**src/rtl/inst_loader.sv**
```systemverilog
// Program loader: parses a framed byte stream (count, 9-bit words, checksum) into
// sequential instruction-memory writes and reports good/bad completion.
module inst_loader #(
    parameter int ADDR_W = 11,
    parameter int INST_W = 9
) (
    input  logic              Clk,
    input  logic              Reset,
    input  logic              Start,
    input  logic              InValid,
    input  logic [7:0]        InData,
    output logic              InReady,
    output logic              WrEn,
    output logic [ADDR_W-1:0] WrAddr,
    output logic [INST_W-1:0] WrData,
    output logic              Busy,
    output logic              Done,
    output logic              Error,
    output logic [ADDR_W-1:0] WordsWritten
);
    localparam int CNT_HI_BITS = ADDR_W - 8;
    localparam int HI_BITS     = INST_W - 8;

    typedef enum logic [2:0] {
        S_IDLE, S_CNT_LO, S_CNT_HI, S_INST_LO, S_INST_HI, S_CHK, S_DONE, S_ERR
    } state_t;

    state_t            state_q, state_d;
    logic [7:0]        sum_q, sum_d;
    logic [7:0]        lo_q, lo_d;
    logic [ADDR_W-1:0] count_q, count_d;
    logic [ADDR_W-1:0] addr_q, addr_d;
    logic [ADDR_W-1:0] wr_addr_q, wr_addr_d;
    logic [INST_W-1:0] wr_data_q, wr_data_d;
    logic              wr_en_q, wr_en_d;
    logic              in_ready_q, busy_q, done_q, error_q;

    logic              accept;
    logic [7:0]        sum_acc;
    logic [ADDR_W-1:0] count_new;
    logic [ADDR_W-1:0] addr_inc;

    assign accept    = InValid && in_ready_q;
    assign sum_acc   = sum_q + InData;
    assign count_new = {InData[CNT_HI_BITS-1:0], lo_q};
    assign addr_inc  = addr_q + 1'b1;

    always_comb begin
        // NOTE: every next-state variable gets its hold value first so no path infers a latch.
        state_d   = state_q;
        sum_d     = sum_q;
        lo_d      = lo_q;
        count_d   = count_q;
        addr_d    = addr_q;
        wr_en_d   = 1'b0;
        wr_addr_d = wr_addr_q;
        wr_data_d = wr_data_q;

        case (state_q)
            S_IDLE, S_DONE, S_ERR: begin
                if (Start) begin
                    state_d = S_CNT_LO;
                    sum_d   = '0;
                    addr_d  = '0;
                end
            end
            S_CNT_LO: begin
                if (accept) begin
                    sum_d   = sum_acc;
                    lo_d    = InData;
                    state_d = S_CNT_HI;
                end
            end
            S_CNT_HI: begin
                if (accept) begin
                    sum_d   = sum_acc;
                    count_d = count_new;
                    if ((InData >> CNT_HI_BITS) != '0) state_d = S_ERR;
                    else if (count_new == '0)          state_d = S_CHK;
                    else                               state_d = S_INST_LO;
                end
            end
            S_INST_LO: begin
                if (accept) begin
                    sum_d   = sum_acc;
                    lo_d    = InData;
                    state_d = S_INST_HI;
                end
            end
            S_INST_HI: begin
                if (accept) begin
                    sum_d = sum_acc;
                    if ((InData >> HI_BITS) != '0) begin
                        state_d = S_ERR;
                    end else begin
                        wr_en_d   = 1'b1;
                        wr_addr_d = addr_q;
                        wr_data_d = {InData[HI_BITS-1:0], lo_q};
                        addr_d    = addr_inc;
                        state_d   = (addr_inc == count_q) ? S_CHK : S_INST_LO;
                    end
                end
            end
            S_CHK: begin
                if (accept) begin
                    sum_d   = sum_acc;
                    state_d = (sum_acc == 8'h00) ? S_DONE : S_ERR;
                end
            end
            default: state_d = S_IDLE;
        endcase
    end

    always_ff @(posedge Clk) begin
        if (!Reset) begin
            state_q    <= S_IDLE;
            sum_q      <= '0;
            lo_q       <= '0;
            count_q    <= '0;
            addr_q     <= '0;
            wr_en_q    <= 1'b0;
            wr_addr_q  <= '0;
            wr_data_q  <= '0;
            in_ready_q <= 1'b0;
            busy_q     <= 1'b0;
            done_q     <= 1'b0;
            error_q    <= 1'b0;
        end else begin
            state_q    <= state_d;
            sum_q      <= sum_d;
            lo_q       <= lo_d;
            count_q    <= count_d;
            addr_q     <= addr_d;
            wr_en_q    <= wr_en_d;
            wr_addr_q  <= wr_addr_d;
            wr_data_q  <= wr_data_d;
            // NOTE: status flags decode the next state so they switch on the same edge as the state.
            in_ready_q <= state_d inside {S_CNT_LO, S_CNT_HI, S_INST_LO, S_INST_HI, S_CHK};
            busy_q     <= !(state_d inside {S_IDLE, S_DONE, S_ERR});
            done_q     <= (state_d == S_DONE);
            error_q    <= (state_d == S_ERR);
        end
    end

    assign InReady      = in_ready_q;
    assign WrEn         = wr_en_q;
    assign WrAddr       = wr_addr_q;
    assign WrData       = wr_data_q;
    assign Busy         = busy_q;
    assign Done         = done_q;
    assign Error        = error_q;
    assign WordsWritten = addr_q;

endmodule

```
**config.mk**
```make
export PLATFORM = sky130hd
export DESIGN_NAME = inst_loader
export DESIGN_NICKNAME = d
export VERILOG_FILES = /design/src/rtl/inst_loader.sv
export SDC_FILE = /design/constraint.sdc
export NUM_CORES = 1
export LEC_CHECK = 0
export ABC_AREA = 1
export CAP_MARGIN = 30
export CORE_AREA = 2 2 80 90
export CTS_BUF_LIST = sky130_fd_sc_hd__clkbuf_8
export DETAILED_ROUTE_END_ITERATION = 6
export DIE_AREA = 0 0 82 92
export PLACE_DENSITY = 0.74
export SLEW_MARGIN = 10
export SYNTH_ARGS = -nofsm -noshare
export SYNTH_HDL_FRONTEND = slang
export SYNTH_SLANG_ARGS = --single-unit
```
**constraint.sdc**
```tcl
create_clock -name Clk -period 2.5 [get_ports Clk]
set_clock_uncertainty 0.1 [all_clocks]
set_input_delay 0.75 -clock Clk [delete_from_list [all_inputs] [get_ports Clk]]
set_output_delay 0.75 -clock Clk [all_outputs]
set_load 0.02 [all_outputs]
```
==> run summary, run 1 <==
Sink Count: 66
final setup violating endpoints: 0
Routed Wire Length: 8347 um
Worst Hold Slack: 0.3713 ns
Port Buffers: 47
total CTS buffers: 9
Placement Rows: 32
count of non-filler cells in the finished layout: 645
part of the cycle the worst path needs: 0.9678
antenna violations before repair: 0
vertical die dimension: 92 um
Mapped Avg Cell Area: 6.853 um2
register clock-pin slew on the reported worst setup and hold paths: 0.07 ns
proportion of netlist area held by the largest area contributor: 0.4034
first-pass GRT wire length: 14180 um
layout cell share with drive strength beyond 1: 0.1714
P&R area growth vs syn: 34.34%
number of iterations in the first detailed-routing pass: 5
width of the die: 82 um
CTS tree: built
register share of total power: 0.453
DRT iter0 DRCs: 210
reported max-cap violation count: 0
Max H-tree Level: 3
number of hold buffers added after CTS: 0
combinational fraction of design power: 0.173
Routed wire per std cell: 12.94 um
highest clock frequency the design can meet: 413.3 MHz
worst endpoint required time: 1.65 ns
power density of the placed cells: 557.4 mW/mm2
actual slew at the worst max-slew pin: 0.8748 ns
highest-delay cell along the critical path: sky130_fd_sc_hd__clkdlybuf4s50_1
fraction of power consumed by the clock network: 0.374
class of the most critical setup path: register to output pin
chain of cells forming the critical path: clkdlybuf4s50_1
root cell of the clock tree: sky130_fd_sc_hd__clkbuf_8
buffer and inverter count on the worst path: 1
die area: 0.007544 mm2
global placer's final weighted congestion: 0.9055
number of hold violations in the final report: 0
DPL Wire Length: 6085 um
internal cell power: 0.001762 W
number of top-level design ports: 48
relative max-transition margin: 0.4162
count of pins over their slew limit: 0
number of global-route vias before repair: 3265
post-DR vias/cell: 5.132
run status: completed
Residual DRC: 0
crit start category: register
cell area after technology mapping: 0.003276 mm2
largest net degree at the start of global routing: 42
cell family contributing the most delay on the critical path: buffers and inverters
unique cell type count in the Yosys netlist: 29
number of fillers in the final layout: 579
min cycle time layout: 2.420 ns
ranking of synthesized cells by area: sky130_fd_sc_hd__dfxtp_1, sky130_fd_sc_hd__nand2_1, sky130_fd_sc_hd__nor2_1
CORE AREA: 0.006726 mm2
largest fanout on the critical path: 11
final antenna diode count: 0
Max IR drop VDD: 0.3752 mV
starting density of the core: 0.4870
sequential element share of the synthesized area: 0.4034
routed via count: 3310
post-synthesis sequential element count: 66
synthesis warning total: 0
GRT overflow: 0
data arrival time at the worst-slack endpoint: 1.57 ns
Final Core Density: 0.6542
type of the most critical hold path: register to register
type of destination of the critical path: output pin
proportion of total power due to net switching: 0.2815
global-route usage over all layers: 0.2417
residual antenna-violating net count after detailed routing: 0
setup TNS after final layout: 0 ns
net count after synthesis: 499
net switching component of the power: 0.0006904 W
clock latency of the later-clocked register in the worst-skew pair: 0.34 ns
post-synthesis instance total: 478
cell type with the highest aggregate area in the netlist: sky130_fd_sc_hd__dfxtp_1
cell count after placement: 628
Max Buffers Root-to-Sink: 2
Lkg Pwr: 1.842 nW
number of nets in the finished design: 576
delay of the slowest cell on the worst path: 0.68 ns
## cell usage in the layout (no fill, tap or decap), types with 2 or more instances in the layout
master / instances
sky130_fd_sc_hd__clkdlybuf4s50_1: 40
sky130_fd_sc_hd__dlymetal6s2s_1: 2
sky130_fd_sc_hd__nand4_1: 7
sky130_fd_sc_hd__nand2_1: 102
sky130_fd_sc_hd__or2_2: 2
sky130_fd_sc_hd__xnor2_1: 3
sky130_fd_sc_hd__nor3_1: 3
sky130_fd_sc_hd__a21oi_2: 4
sky130_fd_sc_hd__a211oi_1: 2
sky130_fd_sc_hd__inv_2: 3
sky130_fd_sc_hd__nand3_1: 26
sky130_fd_sc_hd__inv_1: 42
sky130_fd_sc_hd__clkbuf_8: 10
sky130_fd_sc_hd__o21ai_1: 2
sky130_fd_sc_hd__a21oi_1: 46
sky130_fd_sc_hd__nor2_2: 6
sky130_fd_sc_hd__buf_4: 34
sky130_fd_sc_hd__nor2_1: 68
sky130_fd_sc_hd__nand3b_1: 4
sky130_fd_sc_hd__nand3_2: 4
sky130_fd_sc_hd__xor2_1: 4
sky130_fd_sc_hd__o21ai_0: 41
sky130_fd_sc_hd__clkinvlp_4: 2
sky130_fd_sc_hd__ha_4: 6
sky130_fd_sc_hd__dlygate4sd2_1: 3
sky130_fd_sc_hd__buf_12: 2
sky130_fd_sc_hd__dfxtp_1: 66
sky130_fd_sc_hd__nand2_2: 12
sky130_fd_sc_hd__nor2_4: 2
## layer usage
layer / track usage / up-vias / routed length (um)
li1: - / 1709 / -
met1: 0.2795 / 1503 / 3594
met2: 0.4228 / 77 / 4182
met3: 0.03346 / 21 / 293
met4: 0.1236 / 0 / 275
met5: 0 / - / 0
## final cells by class
cell class | instances | area, um2 | share of cell area
multi-input cells | 350 | 1837 | 0.4174
flip-flops and latches | 66 | 1321 | 0.3003
repair buffers | 83 | 763.2 | 0.1734
clock buffers | 10 | 137.6 | 0.03128
clock inverters | 6 | 66.31 | 0.01507
well taps | 85 | 106.4 | 0.02417
inverters | 45 | 168.9 | 0.03838
## metrics by stage
step	setup slack [ns]	total power [W]	area [um2]
floorplan	0.01312	0.001346	3276
global placement	-0.6240	0.001517	4069
detailed placement	-0.6761	0.001524	4069
CTS	0.006904	0.002444	4322
global route	-0.04716	0.002568	4400
finish	0.08047	0.002453	4400
## registers in the layout, summed over array words and instances (netlist names)
name,flops
sum_q,8
WordsWritten,11
count_q,11
WrData,9
InReady,1
state_q,3
lo_q,8
Done,1
Error,1
WrAddr,11
WrEn,1
Busy,1
## cells by family (layout without fill, tap and decap cells)
logic type      Yosys count  in the layout  synth area share
simple gates            237            237            0.3147
compound gates           96             96            0.1497
flops                    66             66            0.4034
buf+inv                  62            144           0.07410
fa+ha+maj                 9              9           0.03667
xor+xnor                  8              8           0.02139
## path summary, 6_finish.rpt
| path | start | endpoint | slack (ns) | depth (start not counted) |
|---|---|---|---|---|
| setup / recovery | WordsWritten[2]$_SDFFE_PN0P_ | WordsWritten[2] | 0.08 | 1 |
| hold / removal | count_q[2]$_SDFFE_PN0P_ | count_q[2]$_SDFFE_PN0P_ | 0.37 | 2 |
| setup reg to reg | sum_q[0]$_SDFFE_PN0P_ | Busy$_SDFF_PN0_ | 0.21 | 14 |
| hold reg to reg | count_q[2]$_SDFFE_PN0P_ | count_q[2]$_SDFFE_PN0P_ | 0.37 | 2 |
## cells in the mapped netlist
| cell | count |
|---|---|
| sky130_fd_sc_hd__ha_1 | 8 |
| sky130_fd_sc_hd__o21ai_0 | 41 |
| sky130_fd_sc_hd__a21oi_1 | 49 |
| sky130_fd_sc_hd__inv_2 | 3 |
| sky130_fd_sc_hd__clkinv_1 | 1 |
| sky130_fd_sc_hd__nand3_2 | 3 |
| sky130_fd_sc_hd__xnor2_1 | 4 |
| sky130_fd_sc_hd__xor2_1 | 4 |
| sky130_fd_sc_hd__nand3b_1 | 4 |
| sky130_fd_sc_hd__or2_2 | 2 |
| sky130_fd_sc_hd__fa_1 | 1 |
| sky130_fd_sc_hd__inv_1 | 41 |
| sky130_fd_sc_hd__a211oi_1 | 2 |
| sky130_fd_sc_hd__nand2_1 | 106 |
| sky130_fd_sc_hd__nand2_2 | 8 |
| sky130_fd_sc_hd__o22ai_1 | 1 |
| sky130_fd_sc_hd__buf_2 | 2 |
| sky130_fd_sc_hd__dfxtp_1 | 66 |
| sky130_fd_sc_hd__a21oi_2 | 1 |
| sky130_fd_sc_hd__nand4_1 | 7 |
| sky130_fd_sc_hd__nor2_4 | 2 |
| sky130_fd_sc_hd__nor2_2 | 4 |
| sky130_fd_sc_hd__buf_4 | 2 |
| sky130_fd_sc_hd__nor3_1 | 3 |
| sky130_fd_sc_hd__nor2_1 | 70 |
| sky130_fd_sc_hd__clkbuf_1 | 13 |
| sky130_fd_sc_hd__nand3_1 | 27 |
| sky130_fd_sc_hd__o21ai_1 | 2 |
| sky130_fd_sc_hd__nor4_1 | 1 |
## power groups by stage
stage | Combinational (W) | Sequential (W) | Clock, W
final | 0.000424 | 0.00111 | 0.000918
after global routing | 0.000473 | 0.00111 | 0.000980
after CTS | 0.000397 | 0.00111 | 0.000936
after detailed placement | 0.000391 | 0.00113 | 0
after global placement | 0.000384 | 0.00113 | 0
after floorplan | 0.000208 | 0.00114 | 0
## what timing repair did
item,CTS,global route
buffers inserted,0,1
gates resized for setup,13,21
pin swaps,11,17
endpoints found under the setup margin,5,5
(Power assumes the default switching activity.)
==> run 2: changes to the inputs <==
--- a/config.mk
+++ b/config.mk
@@ -6,12 +6,13 @@
 export NUM_CORES = 1
 export LEC_CHECK = 0
 export ABC_AREA = 1
-export CAP_MARGIN = 30
-export CORE_AREA = 2 2 80 90
+export CAP_MARGIN = 20
+export CORE_AREA = 2 2 75 84
 export CTS_BUF_LIST = sky130_fd_sc_hd__clkbuf_8
 export DETAILED_ROUTE_END_ITERATION = 6
-export DIE_AREA = 0 0 82 92
-export PLACE_DENSITY = 0.74
+export DIE_AREA = 0 0 77 86
+export DONT_BUFFER_PORTS = 1
+export PLACE_DENSITY = 0.72
 export SLEW_MARGIN = 10
 export SYNTH_ARGS = -nofsm -noshare
 export SYNTH_HDL_FRONTEND = slang
==> run 2 against run 1 <==
  * Utilization shrank 2.3 points
  * Non-clock buffer count shrank 70
  * Sequential share of layout area grew 6.5 points
  * Fmax grew 6.7%
  * First-iteration DRC count shrank 30%
  * Setup slack gained 0.15 ns
  * Total power shrank 6.5%
  * Critical path type is now input pin to register
  * Largest power group unchanged
==> run summary, run 2 (synthesis results as in run 1) <==
Placement Rows: 29
actual slew at the worst max-slew pin: 0.4920 ns
routed via count: 2995
vertical die dimension: 86 um
Residual DRC: 0
most common library cell in the layout ignoring fill and taps: sky130_fd_sc_hd__nand2_1
total CTS buffers: 9
crit path from: InData[0]
run status: completed
setup TNS after final layout: 0 ns
beginning of the worst hold path: count_q[1]$_SDFFE_PN0P_
min cycle time layout: 2.267 ns
final antenna diode count: 0
die area: 0.006622 mm2
DRT iter0 DRCs: 148
global placer's final weighted congestion: 0.9246
highest clock frequency the design can meet: 441.0 MHz
largest net degree at the start of global routing: 43
root cell of the clock tree: sky130_fd_sc_hd__clkbuf_8
number of hold violations in the final report: 0
CORE AREA: 0.005733 mm2
relative max-transition margin: 0.6712
Lkg Pwr: 1.540 nW
data arrival time at the worst-slack endpoint: 2.38 ns
Routed wire per std cell: 13.34 um
first-pass GRT wire length: 12740 um
DPL Wire Length: 5458 um
type of the most critical hold path: register to register
launch instance of the worst register-to-register path: sum_q[0]$_SDFFE_PN0P_
RSZ-0062 raised after global routing: no
GRT overflow: 0
combined area of the multi-input logic cells: 0.001738 mm2
Max H-tree Level: 3
register clock-pin slew on the reported worst setup and hold paths: 0.08 ns
Max Buffers Root-to-Sink: 2
number of hold buffers added after CTS: 0
crit start category: input pin
register cell area after layout: 0.001321 mm2
antenna violations before repair: 0
final setup violating endpoints: 0
Final Core Density: 0.6312
class of the most critical setup path: input pin to register
worst reg2reg setup slack: 0.28 ns
post-DR vias/cell: 5.282
number of top-level design ports: 48
number of fillers in the final layout: 543
worst slack after detailed placement: -0.1336 ns
Routed Wire Length: 7562 um
cell count after placement: 551
total power: 0.002293 W
part of the cycle the worst path needs: 0.9070
count of non-filler cells in the finished layout: 567
CTS tree: built
Sink Count: 66
Port Buffers: 0
power density of the placed cells: 633.6 mW/mm2
P&R area growth vs syn: 10.47%
residual antenna-violating net count after detailed routing: 0
starting density of the core: 0.5714
width of the die: 77 um
clock latency of the later-clocked register in the worst-skew pair: 0.34 ns
type of destination of the critical path: register
Max IR drop VDD: 0.3857 mV
largest fanout on the critical path: 5
worst endpoint required time: 2.61 ns
number of nets in the finished design: 506
layout cell share with drive strength beyond 1: 0.1143
reported max-cap violation count: 0
leading cell types in the layout, fill and taps excluded: sky130_fd_sc_hd__nand2_1, sky130_fd_sc_hd__nor2_1, sky130_fd_sc_hd__dfxtp_1, sky130_fd_sc_hd__a21oi_1, sky130_fd_sc_hd__inv_1
count of pins over their slew limit: 0
number of iterations in the first detailed-routing pass: 4
worst setup margin: 0.2326 ns
number of global-route vias before repair: 2838
global-route usage over all layers: 0.2396
## run 2: final cells by class
class,count,area share
Inverter,45,0.04668
Clock inverter,6,0.01625
Clock buffer,10,0.03804
Multi-Input combinational cell,350,0.4803
Timing Repair Buffer,13,0.02697
Sequential cell,66,0.3651
Tap cell,77,0.02663
## run 2: worst paths after layout
kind | to | cells after the start
worst max register to register | InReady$_SDFF_PN0_ | 13
worst min register to register | count_q[1]$_SDFFE_PN0P_ | 2
worst max-delay path | InReady$_SDFF_PN0_ | 13
worst min-delay path | count_q[1]$_SDFFE_PN0P_ | 2
## run 2: stage by stage
stage / hold slack (ns) / instance area, um2
detailed placement: 0.3586 / 3398
global placement: 0.3523 / 3398
floorplan: 0.3437 / 3276
finish: 0.3684 / 3618
CTS: 0.3710 / 3595
global route: 0.3929 / 3618
## run 2: power by group
part           switching (W)  internal [W]  leakage (nW)
registers          0.0000375       0.00108         0.533
clock network       0.000407      0.000481         0.105
logic               0.000186     0.0000960         0.903
## run 2: worst max-delay path, stage by stage
cell,delay (ns)
sky130_fd_sc_hd__ha_4,0.14
sky130_fd_sc_hd__fa_1,0.45
sky130_fd_sc_hd__xor2_1,0.19
sky130_fd_sc_hd__nor2_1,0.13
sky130_fd_sc_hd__nand3_1,0.07
sky130_fd_sc_hd__nor2_1,0.10
sky130_fd_sc_hd__nand4_1,0.11
sky130_fd_sc_hd__nand2_1,0.09
sky130_fd_sc_hd__nand2_1,0.06
sky130_fd_sc_hd__nand2_2,0.09
sky130_fd_sc_hd__nand2_1,0.07
sky130_fd_sc_hd__nand2_2,0.07
sky130_fd_sc_hd__a21oi_1,0.06
## run 2: what timing repair did
action / CTS / global route
buffers inserted: 0 / 0
endpoints found under the setup margin: 0 / 3
gates resized for setup: 0 / 6
## run 2: layer usage
metal	GRT usage	vias to the layer above	share of wire	routed length [um]
li1	-	1570	-	-
met1	0.2793	1329	0.45	3420
met3	0.08000	18	0.052	392
met4	0.1055	0	0.023	174
met2	0.4035	78	0.47	3574
met5	0	-	0	0
